[src/rtl/scmp_microcode_seq.sv]
// Micro-PC sequencer for the SC/MP microcode engine: opcode-class dispatch,
// conditional branch and a CALL/RET micro-subroutine stack.
module scmp_microcode_seq #(
    parameter int unsigned UPC_W       = 8,
    parameter int unsigned STACK_DEPTH = 4,
    parameter logic [7:0]  LBL_FETCH   = 8'h00,
    parameter logic [7:0]  LBL_LD      = 8'h10,
    parameter logic [7:0]  LBL_ST      = 8'h20,
    parameter logic [7:0]  LBL_ILD     = 8'h30,
    parameter logic [7:0]  LBL_DLD     = 8'h40,
    parameter logic [7:0]  LBL_JMP     = 8'h50
) (
    input  logic                                 clk,
    input  logic                                 rst,
    input  logic                                 stall,
    input  logic [7:0]                           op,
    input  logic [2:0]                           seq_op,
    input  logic [UPC_W-1:0]                     seq_tgt,
    input  logic                                 cond,
    output logic [UPC_W-1:0]                     upc,
    output logic [7:0]                           op_q,
    output logic [2:0]                           op_cls,
    output logic [$clog2(STACK_DEPTH+1)-1:0]     stk_level,
    output logic                                 stk_ovf,
    output logic                                 stk_unf
);

    localparam int unsigned LVL_W = $clog2(STACK_DEPTH + 1);
    localparam int unsigned IDX_W = (STACK_DEPTH > 1) ? $clog2(STACK_DEPTH) : 1;
    localparam int unsigned SLOTS = 1 << IDX_W;

    typedef enum logic [2:0] {
        SEQ_NEXT     = 3'b000,
        SEQ_JUMP     = 3'b001,
        SEQ_BRC      = 3'b010,
        SEQ_CALL     = 3'b011,
        SEQ_RET      = 3'b100,
        SEQ_DISPATCH = 3'b101,
        SEQ_FETCH    = 3'b110
    } seq_cmd_e;

    localparam logic [2:0] CLS_FETCH = 3'd0;
    localparam logic [2:0] CLS_LD    = 3'd1;
    localparam logic [2:0] CLS_ST    = 3'd2;
    localparam logic [2:0] CLS_ILD   = 3'd3;
    localparam logic [2:0] CLS_DLD   = 3'd4;
    localparam logic [2:0] CLS_JMP   = 3'd5;

    logic [UPC_W-1:0] stk [SLOTS];

    logic [UPC_W-1:0] upc_inc_c;
    logic [UPC_W-1:0] stk_top_c;
    logic [UPC_W-1:0] upc_d;
    logic [7:0]       op_q_d;
    logic [2:0]       op_cls_d;
    logic [LVL_W-1:0] level_d;
    logic             ovf_d;
    logic             unf_d;
    logic             push_c;
    logic             stk_full_c;
    logic             stk_empty_c;

    // Priority-ordered opcode class decode; earlier rules shadow later ones.
    function automatic logic [2:0] op_class(input logic [7:0] o);
        if (o[7:3] == 5'b11001 && o[2:0] != 3'b100) return CLS_ST;
        if (o[7:6] == 2'b11)                        return CLS_LD;
        if (o[7:6] == 2'b01 && o[2:0] == 3'b000)    return CLS_LD;
        if (o[7:2] == 6'b101010)                    return CLS_ILD;
        if (o[7:2] == 6'b101110)                    return CLS_DLD;
        if (o[7:4] == 4'b1001)                      return CLS_JMP;
        return CLS_FETCH;
    endfunction

    function automatic logic [UPC_W-1:0] entry_addr(input logic [2:0] cls);
        case (cls)
            CLS_LD:  return UPC_W'(LBL_LD);
            CLS_ST:  return UPC_W'(LBL_ST);
            CLS_ILD: return UPC_W'(LBL_ILD);
            CLS_DLD: return UPC_W'(LBL_DLD);
            CLS_JMP: return UPC_W'(LBL_JMP);
            default: return UPC_W'(LBL_FETCH);
        endcase
    endfunction

    assign upc_inc_c   = upc + UPC_W'(1);
    assign stk_top_c   = stk[IDX_W'(stk_level - LVL_W'(1))];
    assign stk_full_c  = (stk_level == LVL_W'(STACK_DEPTH));
    assign stk_empty_c = (stk_level == '0);

    // Next-state decode of the sequencing command.
    always_comb begin
        upc_d    = upc_inc_c;
        op_q_d   = op_q;
        op_cls_d = op_cls;
        level_d  = stk_level;
        ovf_d    = stk_ovf;
        unf_d    = stk_unf;
        push_c   = 1'b0;
        case (seq_op)
            SEQ_JUMP: upc_d = seq_tgt;
            SEQ_BRC:  upc_d = cond ? seq_tgt : upc_inc_c;
            SEQ_CALL: begin
                upc_d = seq_tgt;
                if (stk_full_c) begin
                    ovf_d = 1'b1;
                end else begin
                    push_c  = 1'b1;
                    level_d = stk_level + LVL_W'(1);
                end
            end
            SEQ_RET: begin
                if (stk_empty_c) begin
                    upc_d = UPC_W'(LBL_FETCH);
                    unf_d = 1'b1;
                end else begin
                    upc_d   = stk_top_c;
                    level_d = stk_level - LVL_W'(1);
                end
            end
            SEQ_DISPATCH: begin
                op_q_d   = op;
                op_cls_d = op_class(op);
                upc_d    = entry_addr(op_class(op));
                level_d  = '0;
            end
            SEQ_FETCH: begin
                upc_d   = UPC_W'(LBL_FETCH);
                level_d = '0;
            end
            default: upc_d = upc_inc_c;
        endcase
    end

    always_ff @(posedge clk) begin
        if (rst) begin
            upc       <= UPC_W'(LBL_FETCH);
            op_q      <= '0;
            op_cls    <= '0;
            stk_level <= '0;
            stk_ovf   <= 1'b0;
            stk_unf   <= 1'b0;
        end else if (!stall) begin
            upc       <= upc_d;
            op_q      <= op_q_d;
            op_cls    <= op_cls_d;
            stk_level <= level_d;
            stk_ovf   <= ovf_d;
            stk_unf   <= unf_d;
        end
    end

    // Stack storage needs no reset; occupancy alone defines validity.
    always_ff @(posedge clk) begin
        if (!rst && !stall && push_c) begin
            stk[IDX_W'(stk_level)] <= upc_inc_c;
        end
    end

endmodule

[config.mk]
export PLATFORM = sky130hd
export DESIGN_NAME = scmp_microcode_seq
export DESIGN_NICKNAME = d
export VERILOG_FILES = /design/src/rtl/scmp_microcode_seq.sv
export SDC_FILE = /design/constraint.sdc
export NUM_CORES = 1
export LEC_CHECK = 0
export CORE_MARGIN = 5
export CORE_UTILIZATION = 45
export DETAILED_ROUTE_END_ITERATION = 16
export GPL_ROUTABILITY_DRIVEN = 0
export PLACE_DENSITY = 0.78
export SYNTH_ARGS = -nofsm -noshare
export SYNTH_HDL_FRONTEND = slang
export SYNTH_SLANG_ARGS = --single-unit
[constraint.sdc]
create_clock -name clk -period 2.2 [get_ports clk]
set_clock_uncertainty 0.15 [all_clocks]
set_input_delay 0.66 -clock clk [delete_from_list [all_inputs] [get_ports clk]]
set_output_delay 0.66 -clock clk [all_outputs]
set_load 0.02 [all_outputs]
Yosys cells after proc, flatten, opt, wreduce, memory -nomap -nowiden
Memories as Yosys holds them, arrays and structs flattened.
Cells that the tools add are included.
Widths: inputs -> output; s select.
{"block": "word_totals", "in_bits": 23, "mem_count": 1, "out_inout_bits": 24, "register_bits": 24, "word_cells": 101, "ramBits": 32}
{"memory": "stk", "depth": 4, "width": 8, "rd": 1, "rd_ports_with_merged_regs": 0, "wr": 1, "line": "49", "source": "logic [UPC_W-1:0] stk [SLOTS];"}
{"block": "classes", "addsub": 3, "reduce_logical": 15, "n_mux": 54, "bitwise_logic": 1, "n_eq_ne": 21}
{"cell": "$mux 3", "count": 18}
{"cell": "$pmux 8 s5", "count": 1}
{"cell": "$pmux 7 s5", "count": 1}
{"cell": "$mux 1", "count": 31}
{"cell": "$eq 3x3->1 const B", "count": 6}
{"cell": "$mux 8", "count": 2}
{"cell": "$eq 3x2->1 const B", "count": 4}
{"cell": "$eq 6x6->1 const B", "count": 2}
{"cell": "$pmux 3 s3", "count": 1}
{"cell": "$add 8x1->8 const B", "count": 1}
{"cell": "$eq 3x1->1 const B", "count": 2}
{"cell": "$logic_not 3->1", "count": 2}
{"cell": "$reduce_and 3->1", "count": 2}
{"cell": "$eq 5x5->1 const B", "count": 1}
{"cell": "$eq 4x4->1 const B", "count": 1}
{"cell": "$logic_and 1x1->1", "count": 4}
{"cell": "$ne 2x2->1 const B", "count": 2}
{"cell": "$reduce_and 4->1", "count": 1}
{"cell": "$reduce_or 2->1", "count": 2}
{"cell": "$add 3x1->3 const B", "count": 1}
{"cell": "$ne 3x3->1 const B", "count": 1}
{"cell": "$reduce_bool 3->1", "count": 1}
{"cell": "$sub 3x1->3 const B", "count": 1}
{"cell": "$eq 2x1->1 const B", "count": 1}
{"cell": "other kinds (4)", "count": 5}

Logic depth before layout (Yosys ltp)
Gate-level depths: netlist of the first run.
{"block": "logic_depth", "word_depth": 34, "mapped_depth": 9, "mapped_depth_nobuf": 8}

Worst setup path before layout of the first run
Ideal clock, no wire load.
{"block": "synth_path", "path_kind": "reg-to-reg", "start": "register stk_level[0]", "end": "register upc[4]", "path_buffers": 2, "period_less_slack_ps": 2487, "t_arrival_ps": 2214, "path_stages_with_launch": 9, "setup_slack_ps": -287, "required_time_ps": 1927, "setup_time_ps": 123, "cell_sequence": "dfxtp_1 -> buf_6 -> inv_1 -> ha_1 -> clkbuf_1 -> mux4_1 -> a221o_1 -> a221oi_1 -> nor2_1"}
{"block": "synth_via", "elab_chain_len": 4, "elab_cells_between_ends": 5}
{"element": "start, declared", "line": "23", "source": "output logic [$clog2(STACK_DEPTH+1)-1:0] stk_level,"}
{"element": "start signal, assigned", "line": "146", "source": "stk_level <= level_d;"}
{"element": "$sub 3x1->3"}
{"element": "$mem_v2 4x8"}
{"element": "$mux 8 (*)", "line": "112", "source": "if (stk_empty_c) begin"}
{"element": "$pmux 8 s5 (*)", "line": "99", "source": "case (seq_op)"}
{"element": "end signal, assigned", "line": "136", "source": "upc <= UPC_W'(LBL_FETCH);"}
{"element": "end signal, assigned", "line": "143", "source": "upc <= upc_d;"}
{"element": "end, declared", "line": "20", "source": "output logic [UPC_W-1:0] upc,"}
Every way passes the cells marked *; elsewhere a longest branch is shown, timed or not.
A chain may end at the register's enable or synchronous reset.

Final worst setup path of the first run
{"block": "layout_path", "start": "input op[2]", "end": "register upc[5]"}
{"block": "layout_via", "elab_chain_len": 16, "elab_cells_between_ends": 41}
{"element": "start, declared", "line": "16", "source": "input logic [7:0] op,"}
{"element": "$eq 6x6->1 / $logic_not 3->1 (equally long branches)", "line": "69, 67"}
{"element": "$mux 1 / $logic_and 1x1->1 (equally long branches)", "line": "69, 67"}
{"element": "$mux 1 / $mux 3 (equally long branches)", "line": "69, 67"}
{"element": "$mux 1 / $mux 3 (equally long branches)", "line": "68", "source": "if (o[7:2] == 6'b101010) return CLS_ILD;"}
{"element": "$mux 1 / $mux 3 (equally long branches)", "line": "67, 69"}
{"element": "$mux 1 / $mux 3 (equally long branches)", "line": "66, 70"}
{"element": "$mux 1 / $mux 3 (equally long branches)", "line": "99, 71"}
{"element": "$mux 3", "line": "70", "source": "if (o[7:4] == 4'b1001) return CLS_JMP;"}
{"element": "$mux 3", "line": "69", "source": "if (o[7:2] == 6'b101110) return CLS_DLD;"}
{"element": "$mux 3", "line": "68"}
{"element": "$mux 3", "line": "67", "source": "if (o[7:6] == 2'b01 && o[2:0] == 3'b000) return CLS_LD;"}
{"element": "$mux 3 (*)", "line": "66", "source": "if (o[7:6] == 2'b11) return CLS_LD;"}
{"element": "$mux 3 (*)", "line": "99"}
{"element": "$eq 3x3->1, or another cell as far along", "line": "75", "source": "case (cls)"}
{"element": "$pmux 7 s5 (*)", "line": "75"}
{"element": "$pmux 8 s5 (*)", "line": "99"}
Every way passes the cells marked *; elsewhere a longest branch is shown, timed or not. The select of a mux whose other input is x is not followed.

==> results of run 1 <==
-- critical path, cell delays in order --
cell and delay, ps:
clkdlybuf4s50_1 510, inv_1 70, and3_4 140, o2111a_1 260, a221o_1 350, a22o_1 220
-- report_power, final --
part / internal, mW / switching [mW]
combinational: 0.185 / 0.191
clock: 0.241 / 0.373
sequential: 1.13 / 0.0192
total: 1.56 / 0.584
-- cells by family after synthesis --
| logic type | after synthesis |
|---|---|
| fa+ha+maj | 7 |
| buf+inv | 24 |
| simple gates | 83 |
| xor+xnor | 7 |
| flops | 56 |
| compound gates | 61 |
| mux | 12 |
-- worst paths after layout --
kind | end | slack (ps) | cells after the start
worst max-delay path | upc[5] | 60 | 6
worst min-delay path | op_cls[1] | 310 | 2
worst max register to register | upc[1] | 140 | 6
worst min register to register | op_cls[1] | 310 | 2
-- layout make-up --
type / instances / share of cell area [%]
well taps: 75 / 2.53
clock inverters: 3 / 0.776
clock buffers: 5 / 1.85
repair buffers: 87 / 21.0
flip-flops and latches: 56 / 38.9
inverters: 12 / 1.21
multi-input cells: 170 / 33.7
-- per-layer routing --
| layer | wire length (µm) | part of all wire (%) |
|---|---|---|
| met4 | 96 | 1.4 |
| met5 | 0 | 0 |
| met1 | 2800 | 41 |
| met2 | 3390 | 50 |
| met3 | 476 | 7.0 |
-- synth_stat cells (2+ instances only) --
master,instances,area share (%)
nand2_1,34,4.6
edfxtp_1,32,35
dfxtp_1,24,17
a21oi_1,23,4.2
nor2_1,16,2.2
inv_1,10,1.4
o21ai_0,9,1.6
buf_2,7,1.3
ha_1,7,3.2
mux4_2,6,4.9
nor3_1,5,0.91
a221oi_1,4,1.3
and2_1,4,0.91
clkbuf_1,4,0.55
nand3_1,4,0.73
nor2b_1,4,0.91
xor2_1,4,1.3
a21o_1,3,0.82
a31oi_1,3,0.68
nand3b_1,3,0.82
nor3b_1,3,0.82
xnor2_1,3,0.96
a2111oi_0,2,0.64
a211oi_1,2,0.55
a221o_1,2,0.73
a22o_1,2,0.64
a22oi_1,2,0.55
a2bb2oi_1,2,0.64
mux2_2,2,0.82
mux2i_1,2,0.73
mux4_1,2,1.9
nand2b_1,2,0.46
-- through the flow --
step / hold WS, ps / setup TNS [ps] / cell area (µm²) / instances
after floorplan: 379 / -21.9 / 2760 / 250
after global placement: 291 / -13750 / 3550 / 399
after detailed placement: 297 / -15730 / 3550 / 399
after CTS: 310 / -940 / 3640 / 407
after global routing: 330 / 0 / 3710 / 408
final: 313 / 0 / 3710 / 408
-- registers in the layout (all words and copies together) (netlist names) --
register / cells
stk_unf: 1
stk_level: 3
op_cls: 3
stk: 32
op_q: 8
upc: 8
stk_ovf: 1
-- repair_timing --
action	4_1_cts	5_1_grt
cloned	0	1
hold buffers	0	0
pin swaps	0	1
endpoints found under the setup margin	38	44
gates resized for setup	6	20
==> results.json, run 1 <==
{
  "start_util_pct": 46.4,
  "setup_viol": 0,
  "syn_inst": 250,
  "clock.fmax_mhz": 467,
  "setup_ws_ps": 58.4,
  "io_buffers": 46,
  "ant_nets": 0,
  "drt_iter0_markers": 120,
  "synthSimpleGateAreaFrac_pct": 15.4,
  "cts_buffers": 5,
  "synth_top_family_by_area": "simple AND/OR/NAND/NOR gates",
  "arrival_ps": 2210,
  "dieArea_um2": 7770,
  "met3_usage_pct": 3.67,
  "relSlewSlack_pct": 64.2,
  "met2_usage_pct": 32.3,
  "drt_first_pass_iters": 5,
  "clk_latency_ps": 320,
  "path_clk_slew_ps": 100,
  "synth_seq_cells": 56,
  "min_period_ps": 2140,
  "grt_usage_pct": 18.4,
  "synth_edf_count": 32,
  "grt_setup_unrepaired": "false",
  "hold_viol_final": 0,
  "ff_latch_area_um2": 1440,
  "drc": 0,
  "wl_per_cell_um": 16.6,
  "start_kind": "input port",
  "die_h_um": 88.1,
  "cp_max_fo": 3,
  "vdd_ir_drop_max_uv": 311,
  "power.density_nw_per_um2": 577,
  "dp_hpwl_mm": 5.19,
  "gr-usage-met1_pct": 23.0,
  "synth_mux_area_share_pct": 8.38,
  "die_w_um": 88.1,
  "via_per_inst": 5.57,
  "cts-root-buf": "clkbuf_8",
  "endpoint_kind": "flip-flop",
  "ioPinCount": 47,
  "synth_flop_cell": "edfxtp_1",
  "grt_max_degree": 21,
  "vias": 2273,
  "nets": 362,
  "antenna_found_initial": 0,
  "p_total_mw": 2.14,
  "fillers": 456,
  "multiInputGateArea_um2": 1250,
  "grt_pass1_wl_mm": 11.0,
  "clockBufferDepth": 2,
  "fin_util_pct": 62.7,
  "synth_fp_nets": 280,
  "post_cts_buffers": 0,
  "cts_tree": "done",
  "rows": 28,
  "ys_warn_count": 0,
  "overflow": 0,
  "async_flop_share_pct": 0,
  "ys_seq_area_share_pct": 52.5,
  "syn_area_per_cell_um2": 11.0,
  "mostFrequentLayoutCell": "buf_4",
  "hp-start": "op_cls[1]",
  "synthXorXnorAreaFrac_pct": 2.23,
  "synth_area_um2": 2750,
  "syn2layout_area_growth_pct": 35.0,
  "leakagePower_nw": 1.47,
  "antenna_cells": 0,
  "startpoint": "op[2]",
  "tightest_slew_ps": 533,
  "drive_gt1_share_pct": 21.6,
  "mostFrequentLayoutCells": "buf_4, nand2_1, clkdlybuf4s50_1",
  "top_usage_layer": "met2",
  "ys_types": 50,
  "synth_compound_area_share_pct": 14.4,
  "finalMaxSlewViolations": 0,
  "max_cap_violations": 0,
  "synth_fa_ha_area_share_pct": 3.19,
  "post-route-period-util_pct": 97.3,
  "grt_pass1_vias": 2292,
  "wl_mm": 6.76,
  "core_um2": 5920,
  "hold_path.class": "flip-flop to flip-flop",
  "dp_slack_ps": -372,
  "criticalPathCategory": "input port to flip-flop",
  "outcome": "finished, final reports clean",
  "htreeDepth": 2,
  "cts_num_sinks": 56,
  "reg2reg_from": "stk_level[1]",
  "critPathRequiredTime_ps": 2270
}
(Power assumes the default switching activity.)
==> inputs of run 2 (changes only) <==
- DONT_BUFFER_PORTS: unset -> 1
- PLACE_DENSITY: 0.78 -> 0.68
==> results.json, run 2 (synthesis results as in run 1) <==
{
  "vdd_ir_drop_max_uv": 322,
  "finalMaxSlewViolations": 0,
  "endpoint_kind": "flip-flop",
  "outcome": "finished, final reports clean",
  "cts-root-buf": "clkbuf_8",
  "slowest_stage": "mux4_1",
  "dp_slack_ps": 127,
  "grt_pass1_vias": 1892,
  "leakagePower_nw": 1.05,
  "multiInputGateArea_um2": 1220,
  "reg.largest.list": "stk (32), op_q (8), upc (8)",
  "critical-path-top-delay-family": "multiplexers",
  "clock.fmax_mhz": 495,
  "wl_mm": 6.04,
  "drive_gt1_share_pct": 15.2,
  "dp_hpwl_mm": 4.37,
  "path_cells": "buf_4, mux4_1, a221o_1, a221oi_1, nor2_1",
  "die_h_um": 88.1,
  "setup_ws_ps": 178,
  "setup_tns_ps": 0,
  "post-route-period-util_pct": 91.9,
  "fillers": 542,
  "grt_usage_pct": 16.5,
  "tightest_slew_ps": 487,
  "syn2layout_area_growth_pct": 8.38,
  "via_per_inst": 5.91,
  "core_um2": 5920,
  "antenna_found_initial": 0,
  "regMostFlops": "stk",
  "hold_path.class": "input port to flip-flop",
  "ant_nets": 0,
  "p_total_mw": 1.99,
  "cp_max_fo": 13,
  "cts_num_sinks": 56,
  "criticalPathCategory": "flip-flop to flip-flop",
  "power.density_nw_per_um2": 669,
  "grt_max_degree": 22,
  "clk_latency_ps": 320,
  "arrival_ps": 2090,
  "ctsHoldBuffers": 0,
  "max_cap_violations": 0,
  "path_clk_slew_ps": 110,
  "grt_pass1_wl_mm": 9.72,
  "cts_buffers": 5,
  "fin_util_pct": 50.3,
  "cts_tree": "done",
  "clockBufferDepth": 2,
  "die_w_um": 88.1,
  "max_stage_delay_ps": 590,
  "start_util_pct": 46.4,
  "min_period_ps": 2020,
  "hold_viol_final": 0,
  "ff_latch_area_um2": 1440,
  "vias": 1963,
  "io_buffers": 0,
  "grt_setup_unrepaired": "false",
  "htreeDepth": 2,
  "mostFrequentLayoutCells": "nand2_1, edfxtp_1, dfxtp_1",
  "drt_iter0_markers": 109,
  "overflow": 0,
  "rows": 28,
  "dieArea_um2": 7770,
  "critical_path_buf_inv_count": 1,
  "ioPinCount": 47,
  "nets": 286,
  "relSlewSlack_pct": 66.7,
  "antenna_cells": 0,
  "mostFrequentLayoutCell": "nand2_1",
  "largest_reg_flops": 32,
  "wl_per_cell_um": 18.2,
  "start_kind": "flip-flop",
  "hold_slack_ps": 247,
  "setup_viol": 0,
  "drt_first_pass_iters": 6,
  "critPathRequiredTime_ps": 2270,
  "drc": 0
}
==> run 2: metal layers <==
layer	vias to the layer above	wire [µm]	global-route usage [%]
li1	933	-	-
met1	957	2500	20.1
met2	67	2960	28.6
met3	6	521	4.89
met4	0	59	4.12
met5	-	0	0
==> run 2: power by group <==
part	switching, mW	total [mW]	leakage, nW	internal (mW)
sequential	0.0355	1.17	0.489	1.13
combinational	0.113	0.210	0.510	0.0977
clock	0.376	0.617	0.0511	0.241
total	0.524	1.99	1.05	1.47
==> run 2: cell type report <==
| class | count | share of cell area (%) |
|---|---|---|
| clock buffer | 5 | 2.31 |
| clock inverter | 3 | 0.966 |
| inverter | 12 | 1.51 |
| multi-input combinational | 170 | 40.8 |
| sequential | 56 | 48.4 |
| tap | 75 | 3.15 |
| timing repair buffer | 11 | 2.77 |
==> run 2: what timing repair did <==
action | in CTS | in global routing
endpoints found under the setup margin | 0 | 4
buffers inserted | 0 | 0
resized for setup | 0 | 2
==> run 2: stage by stage <==
step                      cells  cell area [µm²]
after CTS                   332             2970
after floorplan             250             2760
final                       332             2980
after global placement      324             2870
after global routing        332             2980
after detailed placement    324             2870
==> run 2: path summary, 6_finish.rpt <==
check / from / end / slack, ps / cells after the start
worst max register to register: stk_level[0] / upc[4] / 180 / 5
worst min register to register: op_q[4] / op_q[4] / 400 / 2
worst min-delay path: rst / stk_ovf / 250 / 1
worst max-delay path: stk_level[0] / upc[4] / 180 / 5
==> inputs of run 3 (changes only) <==
- ABC_AREA: unset -> 1
==> results.json, run 3 <==
{
  "io_buffers": 0,
  "path_cells": "inv_4, ha_4, ha_2, inv_1, nand4_1, buf_4, nor2_4",
  "regMostFlops": "stk",
  "clock.fmax_mhz": 535,
  "path_clk_slew_ps": 100,
  "yosys.area.top_type_share_pct": 34.3,
  "critical-path-top-delay-family": "flip-flops",
  "drt_first_pass_iters": 4,
  "rows": 28,
  "mostFrequentLayoutCell": "nand2_1",
  "ys_types": 24,
  "grt_pass1_wl_mm": 10.5,
  "syn2layout_area_growth_pct": 9.16,
  "synth_top_family_by_area": "simple AND/OR/NAND/NOR gates",
  "synth_flop_cell": "edfxtp_1",
  "synthSimpleGateAreaFrac_pct": 26.5,
  "synth_common_cells": "nand2_1, nor2_1, inv_1, o21ai_0, edfxtp_1",
  "cts_num_sinks": 56,
  "criticalPathCategory": "flip-flop to flip-flop",
  "syn_area_per_cell_um2": 7.96,
  "dp_hpwl_mm": 5.12,
  "start_util_pct": 46.7,
  "hold_path.class": "input port to flip-flop",
  "drc": 0,
  "die_h_um": 88.9,
  "synth_edf_count": 32,
  "grt_pass1_vias": 2119,
  "ant_nets": 0,
  "hold_viol_final": 0,
  "critPathRequiredTime_ps": 2050,
  "ctsHoldBuffers": 0,
  "largest_reg_flops": 32,
  "vias": 2265,
  "overflow": 0,
  "met2_usage_pct": 27.5,
  "ys_seq_area_share_pct": 51.5,
  "synth_mux_area_share_pct": 0,
  "post_cts_buffers": 0,
  "die_w_um": 88.9,
  "setup_tns_ps": 0,
  "nets": 391,
  "grt_max_degree": 21,
  "gr-usage-met1_pct": 23.4,
  "dieArea_um2": 7900,
  "syn_inst": 352,
  "synth_fp_nets": 382,
  "setup_viol": 0,
  "leakagePower_nw": 1.27,
  "async_flop_share_pct": 0,
  "htreeDepth": 2,
  "synthXorXnorAreaFrac_pct": 0.626,
  "layoutNonFillerInstCount": 437,
  "finalMaxSlewViolations": 0,
  "vdd_ir_drop_max_uv": 337,
  "wl_per_cell_um": 15.1,
  "relSlewSlack_pct": 68.3,
  "arrival_ps": 1720,
  "ys_warn_count": 0,
  "met3_usage_pct": 5.68,
  "synth_area_um2": 2800,
  "drt_iter0_markers": 198,
  "cts-root-buf": "clkbuf_8",
  "mostFrequentLayoutCells": "nand2_1, nor2_1, inv_1",
  "max_cap_violations": 0,
  "synth_fa_ha_area_share_pct": 3.13,
  "min_period_ps": 1870,
  "core_um2": 5990,
  "post-route-period-util_pct": 84.9,
  "synth_compound_area_share_pct": 10.6,
  "via_per_inst": 5.18,
  "place_inst": 429,
  "cp_max_fo": 19,
  "start_kind": "flip-flop",
  "synth_seq_cells": 56,
  "tightest_slew_ps": 473,
  "antenna_found_initial": 0,
  "cts_tree": "done",
  "power.density_nw_per_um2": 658,
  "antenna_cells": 0,
  "ioPinCount": 47,
  "grt_usage_pct": 17.7,
  "outcome": "finished, final reports clean",
  "top_usage_layer": "met2",
  "clockBufferDepth": 2,
  "synth_top_area_cell": "edfxtp_1",
  "max_stage_delay_ps": 370,
  "clk_latency_ps": 310,
  "cts_buffers": 5,
  "postCtsResizedCells": 0,
  "critical_path_buf_inv_count": 3,
  "endpoint_kind": "flip-flop",
  "reg.largest.list": "stk (32), op_q (8), upc (8)",
  "wl_mm": 6.62,
  "drive_gt1_share_pct": 9.12,
  "grt_setup_unrepaired": "false",
  "slowest_stage": "dfxtp_4",
  "synthTopCellsByArea": "edfxtp_1, dfxtp_1, nand2_1",
  "post-synth-top-count-cell": "nand2_1",
  "p_total_mw": 2.01
}
## run 3: worst register-to-register path, stage by stage (launching register included)
cell	delay, ps
dfxtp_4	370
inv_4	90
ha_4	180
ha_2	170
inv_1	70
nand4_1	100
buf_4	190
nor2_4	230
## run 3: path summary, 6_finish.rpt
path / to / from / cells after the start / slack, ps
worst min register to register: op_cls[1] / op_cls[1] / 2 / 420
worst max register to register: stk[0][4] / stk_level[0] / 7 / 330
worst max-delay path: stk[0][4] / stk_level[0] / 7 / 330
worst min-delay path: stk_level[2] / rst / 1 / 250
## run 3: final cells by class
cell class / instances / area [µm²]
clock buffer: 6 / 72.6
clock inverter: 2 / 12.5
fill: 567 / 2930
inverter: 44 / 168
multi-input combinational: 244 / 1190
sequential: 56 / 1450
tap: 75 / 93.8
timing repair buffer: 10 / 75.1
## run 3: report_power, final
group	switching (mW)	internal (mW)	total, mW
logic	0.199	0.0985	0.298
clock network	0.322	0.224	0.546
registers	0.0334	1.14	1.17
## run 3: cells by family after synthesis
group	after synthesis
adder cells (fa/ha/maj)	7
AND/OR/NAND/NOR	177
buffers and inverters	52
AO/OA/AOI/OAI	58
XOR/XNOR	2
flip-flops	56
## run 3: per-stage QoR
| step | setup WS (ps) | hold slack [ps] | utilization [%] | cell area, µm² |
|---|---|---|---|---|
| 6_report | 331 | 254 | 51.0 | 3060 |
| 5_1_grt | 196 | 235 | 51.0 | 3060 |
| 4_1_cts | 328 | 246 | 51.0 | 3060 |
| 3_5_place_dp | 203 | 407 | 49.6 | 2970 |
| 3_3_place_gp | 217 | 397 | 49.6 | 2970 |
| 2_1_floorplan | 7.53 | 388 | - | 2860 |
## run 3: routing by layer
layer | share of wire, % | vias to the layer above | wire, µm
met4 | 1.3 | 0 | 87
met3 | 8.6 | 7 | 567
li1 | - | 1167 | -
met2 | 47 | 70 | 3140
met1 | 43 | 1021 | 2820
met5 | 0 | - | 0
